===== config.mk =====
export PLATFORM = sky130hd
export DESIGN_NAME = pc_fetch_stage
export DESIGN_NICKNAME = d
export VERILOG_FILES = /design/src/rtl/pc_fetch_stage_pkg.sv /design/src/rtl/pc_fetch_stage_target_calc.sv /design/src/rtl/pc_fetch_stage.sv
export SDC_FILE = /design/constraint.sdc
export NUM_CORES = 1
export LEC_CHECK = 0
export CORE_MARGIN = 1
export CORE_UTILIZATION = 46
export CTS_CLUSTER_DIAMETER = 50
export DETAILED_ROUTE_END_ITERATION = 6
export PLACE_DENSITY = 0.81
export SETUP_SLACK_MARGIN = 0.4
export SLEW_MARGIN = 40
export SYNTH_ARGS = -nofsm -noshare
export SYNTH_HDL_FRONTEND = slang
export SYNTH_SLANG_ARGS = --single-unit

===== constraint.sdc =====
create_clock -name clk -period 3 [get_ports clk]
set_clock_uncertainty 0.1 [all_clocks]
set_input_delay 0.3 -clock clk [delete_from_list [all_inputs] [get_ports clk]]
set_output_delay 0.3 -clock clk [all_outputs]
set_load 0.02 [all_outputs]

===== src/rtl/pc_fetch_stage_pkg.sv =====
// -----------------------------------------------------------------------------
// pc_fetch_stage_pkg
// Shared constants and types for the instruction fetch stage.
//   DEFAULT_RESET_PC : default PC loaded on reset
//   NOP_INSTR        : encoding placed in IF/ID for a bubble
//   PC_INCR          : sequential PC increment (one 32-bit word)
//   pc_sel_e         : source selection for the next PC
//   if_id_t          : IF/ID pipeline register contents
// -----------------------------------------------------------------------------
package pc_fetch_stage_pkg;

   localparam logic [31:0] DEFAULT_RESET_PC = 32'h0000_0000;
   localparam logic [31:0] NOP_INSTR        = 32'h0000_0000;
   localparam logic [31:0] PC_INCR          = 32'd4;

   typedef enum logic [1:0] {
      PC_SEQ,
      PC_BRANCH,
      PC_JUMP,
      PC_HOLD
   } pc_sel_e;

   typedef struct packed {
      logic [31:0] instr;
      logic [31:0] pc4;
      logic        valid;
   } if_id_t;

endpackage


===== src/rtl/pc_fetch_stage_target_calc.sv =====
// -----------------------------------------------------------------------------
// pc_target_calc
// Combinational branch and jump target generation for the fetch stage.
// Ports:
//   if_id_pc4     (in, 32)  : PC+4 of the instruction held in IF/ID
//   branch_offset (in, 32)  : sign-extended word offset of the branch
//   jump_index    (in, 26)  : J-type instruction index
//   branch_target (out, 32) : if_id_pc4 + (branch_offset << 2), wraps mod 2^32
//   jump_target   (out, 32) : {if_id_pc4[31:28], jump_index, 2'b00}
// -----------------------------------------------------------------------------
module pc_target_calc
   import pc_fetch_stage_pkg::*;
(
   input  logic [31:0] if_id_pc4,
   input  logic [31:0] branch_offset,
   input  logic [25:0] jump_index,
   output logic [31:0] branch_target,
   output logic [31:0] jump_target
);

   // Offset bits shifted out of the top are dropped on purpose: the sum is
   // defined modulo 2^32, so negative offsets land correctly by wrap-around.
   assign branch_target = if_id_pc4 + {branch_offset[29:0], 2'b00};

   // Jumps stay inside the current 256 MB region selected by the upper nibble.
   assign jump_target   = {if_id_pc4[31:28], jump_index, 2'b00};

endmodule


===== src/rtl/pc_fetch_stage.sv =====
// -----------------------------------------------------------------------------
// pc_fetch_stage
// Instruction fetch stage: PC register, next-PC selection and IF/ID register.
// Parameters:
//   RESET_PC         : PC value loaded on reset
// Ports:
//   clk              (in)      : clock, all state updates on the rising edge
//   rst              (in)      : synchronous active-high reset, overrides all
//   stall            (in)      : hold PC and IF/ID
//   flush            (in)      : replace IF/ID with a bubble
//   branch_taken     (in)      : redirect to branch target (beats jump)
//   branch_offset    (in, 32)  : sign-extended branch immediate
//   jump             (in)      : redirect to jump target
//   jump_index       (in, 26)  : J-type instruction index
//   imem_addr        (out, 32) : instruction memory address (= PC)
//   imem_rdata       (in, 32)  : instruction word, combinational from imem_addr
//   if_id_instr      (out, 32) : registered instruction
//   if_id_pc4        (out, 32) : registered PC+4 of that instruction
//   if_id_valid      (out)     : IF/ID holds a real instruction
//   imm_field        (out, 16) : if_id_instr[15:0] for sign extension
//   stall_cnt        (out, 32) : saturating stall cycle count
// Configuration:
//   FETCH_STALL_CNT_EN : when defined, adds the stall_cnt port and counter.
// -----------------------------------------------------------------------------
module pc_fetch_stage
   import pc_fetch_stage_pkg::*;
#(
   parameter logic [31:0] RESET_PC = DEFAULT_RESET_PC
) (
   input  logic        clk,
   input  logic        rst,
   input  logic        stall,
   input  logic        flush,
   input  logic        branch_taken,
   input  logic [31:0] branch_offset,
   input  logic        jump,
   input  logic [25:0] jump_index,
   output logic [31:0] imem_addr,
   input  logic [31:0] imem_rdata,
   output logic [31:0] if_id_instr,
   output logic [31:0] if_id_pc4,
   output logic        if_id_valid,
   output logic [15:0] imm_field
`ifdef FETCH_STALL_CNT_EN
   ,
   output logic [31:0] stall_cnt
`endif
);

   logic [31:0] pc;
   logic [31:0] pc_plus4;
   logic [31:0] next_pc;
   logic [31:0] branch_target;
   logic [31:0] jump_target;
   logic        redirect;
   pc_sel_e     pc_sel;
   if_id_t      if_id;

   pc_target_calc u_target_calc (
      .if_id_pc4     (if_id.pc4),
      .branch_offset (branch_offset),
      .jump_index    (jump_index),
      .branch_target (branch_target),
      .jump_target   (jump_target)
   );

   assign pc_plus4 = pc + PC_INCR;
   assign redirect = branch_taken | jump;

   // NOTE: every signal driven in always_comb gets a default first, so no
   // path through the block leaves it unassigned and no latch is inferred.
   always_comb begin
      pc_sel  = PC_SEQ;
      next_pc = pc_plus4;
      if (branch_taken) begin
         pc_sel  = PC_BRANCH;
         next_pc = branch_target;
      end else if (jump) begin
         pc_sel  = PC_JUMP;
         next_pc = jump_target;
      end else if (stall) begin
         pc_sel  = PC_HOLD;
         next_pc = pc;
      end
   end

   // NOTE: sequential state uses non-blocking assignments so every register
   // samples pre-edge values regardless of statement order.
   always_ff @(posedge clk) begin
      // NOTE: reset is sampled on the clock edge, so it only takes effect on
      // a rising edge and is ordinary synchronous logic to timing tools.
      if (rst) begin
         pc          <= RESET_PC;
         if_id.instr <= NOP_INSTR;
         if_id.pc4   <= '0;
         if_id.valid <= 1'b0;
      end else begin
         pc <= next_pc;
         if (pc_sel == PC_BRANCH || pc_sel == PC_JUMP || flush) begin
            // Bubble: pc4 is left alone so a later branch/jump still
            // sees the last real PC+4.
            if_id.instr <= NOP_INSTR;
            if_id.valid <= 1'b0;
         end else if (!stall) begin
            if_id.instr <= imem_rdata;
            if_id.pc4   <= pc_plus4;
            if_id.valid <= 1'b1;
         end
      end
   end

   assign imem_addr   = pc;
   assign if_id_instr = if_id.instr;
   assign if_id_pc4   = if_id.pc4;
   assign if_id_valid = if_id.valid;
   assign imm_field   = if_id.instr[15:0];

`ifdef FETCH_STALL_CNT_EN
   // Counts cycles actually spent stalled; a redirect overrides the stall,
   // so those cycles are not counted.
   always_ff @(posedge clk) begin
      if (rst) begin
         stall_cnt <= '0;
      end else if (stall && !redirect && stall_cnt != 32'hFFFF_FFFF) begin
         stall_cnt <= stall_cnt + 32'd1;
      end
   end
`endif

endmodule


==> flow_metrics.tcl <==
set metrics [dict create \
    status "complete, no violations" \
    port_buffers 206 \
    place_hpwl_um 15000 \
    viasPerCell 5.73 \
    clk_path_buf_depth 2 \
    clk_pin_slew_ps 70 \
    slew_violations 0 \
    antenna_found_initial 1 \
    seq_area_um2 1950 \
    drive_above_1_share 0.115 \
    die_x_um 117 \
    syn_area_um2 6120 \
    p_leak_nw 3.41 \
    path_buf_inv 1 \
    clock_latency_ps 360 \
    gr-total-overflow 0 \
    required_ps 3180 \
    area_growth_syn_to_layout_pct 46.4 \
    die_h_um 117 \
    ir_drop_mv 0.446 \
    cts_tree "built" \
    crit_path_end_kind "register" \
    yosys.area_share.simple 0.208 \
    stdcell_count 1147 \
    grt_first_pass_wirelength_um 32100 \
    synth_edf_count 0 \
    critPathMaxStageDelay_ps 410 \
    fin_setup_tns_ps 0 \
    yosysTopAreaCell "dfxtp_1" \
    num_vias 6576 \
    cp.arrival_ps 2840 \
    cts_sinks 97 \
    max_freq_mhz 376 \
    worst_pin_slew_ps 593 \
    holdWs_ps 342 \
    syn_inst 759 \
    cap_violations 0 \
    rows 41 \
    drc 0 \
    nNetsFinal 1096 \
    grt_pass1_vias 6306 \
    core_area_um2 12800 \
    reg2regPathDepth 10 \
    fin_crit_sh 0.888 \
    cp-start-kind "register" \
    critPathTopFamily "compound AO/OA/AOI/OAI gates" \
    grt_max_degree 40 \
    cts-root-buf "clkbuf_16" \
    synth_nets 886 \
    ys.warnings.count 0 \
    multi_input_area_um2 3990 \
    min_path_cells 2 \
    synth-compound-area-share 0.206 \
    final.min_clock_period_ps 2660 \
    relSlewSlack 0.605 \
    synth_xor_area_frac 0.0844 \
    p_per_area_nw_per_um2 378 \
    ys_types 67 \
    min_path_type "in2reg" \
    synth_flop_cell "dfxtp_1" \
    fillerInstances 1035 \
    power_w 0.00339 \
    path_max_fanout 4 \
    ys_ff_latch 97 \
    crit_type "reg2reg" \
    synth_common_cells "nor2_1, dfxtp_1, nand2_1" \
    initial_core_util 0.479 \
    ys_top_cells_by_area "dfxtp_1, nor2_1, ha_1" \
    hold_viol_final 0 \
    synthAdderAreaFrac 0.0646 \
    dieArea_um2 13800 \
    synthMuxAreaShare 0.0589 \
    dr.first_iter.drc_count 494 \
    wl_per_cell_um 17.8 \
    hold_buffers 0 \
    io_pins 209 \
    firstDrtPassIters 5 \
    synth.top_cell.area_share 0.317 \
    dpl.cell_count 1115 \
    track_usage 0.291 \
    synth_area_per_cell_um2 8.06 \
    setup_violations 0 \
    cts_buffers 9 \
    cpMaxStageDelayCell "or4_1" \
    synth_most_common_cell "nor2_1" \
    htreeDepth 3 \
    routed_wl_um 20500 \
    antenna_left 0 \
    rsz0062_at_grt "yes" \
    synth-async-reset-ratio 0 \
    gp_congestion 0.968 \
    path_depth 10 \
    synth_top_family_by_area "simple AND/OR/NAND/NOR gates" \
    crit_top_cell "o21ai_2" \
    crit_chain "ha_4 -> fa_2 -> a21o_1 -> a221oi_4 -> nor4_4 -> buf_4 -> o21ai_2 -> o21ai_2 -> or4_1 -> a41oi_2" \
    ys_seq_area_frac 0.317 \
]
[registers in the layout, summed over array words and instances, names as in the netlist]
register,flops
if_id_instr,32
imem_addr,32
if_id_pc4,32
if_id_valid,1
[routing by layer]
metal	GRT usage	up-vias	part of all wire
li1	-	3150	-
met1	0.358	3035	0.41
met2	0.472	332	0.46
met3	0.0841	59	0.094
met4	0.123	0	0.037
met5	0	-	0
[worst paths after layout]
| check | slack [ps] | startpoint | end |
|---|---|---|---|
| worst max-delay path | 340 | if_id_pc4[2] | imem_addr[24] |
| worst max register to register | 340 | if_id_pc4[2] | imem_addr[24] |
| worst min-delay path | 340 | rst | imem_addr[2] |
| worst min register to register | 350 | if_id_valid | if_id_valid |
[timing repair]
action | in CTS | in global routing
cloned | 0 | 0
gates resized for setup | 6 | 28
endpoints found under the setup margin | 11 | 13
buffers inserted | 6 | 9
pin swaps | 6 | 14
[layout make-up]
cell class / count / area share
Tap cell: 172 / 0.0240
Inverter: 17 / 0.00712
Multi-Input combinational cell: 584 / 0.446
Clock inverter: 5 / 0.00349
Clock buffer: 11 / 0.0271
Antenna cell: 1 / 0.000279
Sequential cell: 97 / 0.217
Timing Repair Buffer: 260 / 0.275
[power by group]
part / switching, W / internal [W] / total, W
Clock: 0.000527 / 0.000583 / 0.00111
Combinational: 0.000430 / 0.000428 / 0.000859
Sequential: 0.0000765 / 0.00134 / 0.00142
Total: 0.00103 / 0.00235 / 0.00339
[stage by stage]
stage	cell area, um^2	worst slack [ps]	utilization
floorplan	6150	407	-
global placement	8410	-85.6	0.658
detailed placement	8410	-175	0.658
CTS	8740	340	0.684
global route	8960	236	0.701
finish	8960	337	0.701
[layout by cell type (no fill, tap or decap), drive strengths merged, types with 30 or more instances in the layout]
cell type and instances:
o21ai 34, buf 56, nor2 113, clkdlybuf4s50 202, a211oi 38, dfxtp 97, xnor2 33, a21oi 48
mux2i 36, ha 30, nand2 50
[cell families after synthesis]
| group | Yosys count |
|---|---|
| simple gates | 270 |
| compound gates | 188 |
| flops | 97 |
| buf+inv | 78 |
| xor+xnor | 59 |
| mux | 36 |
| fa+ha+maj | 31 |
(Power assumes the default switching activity.)
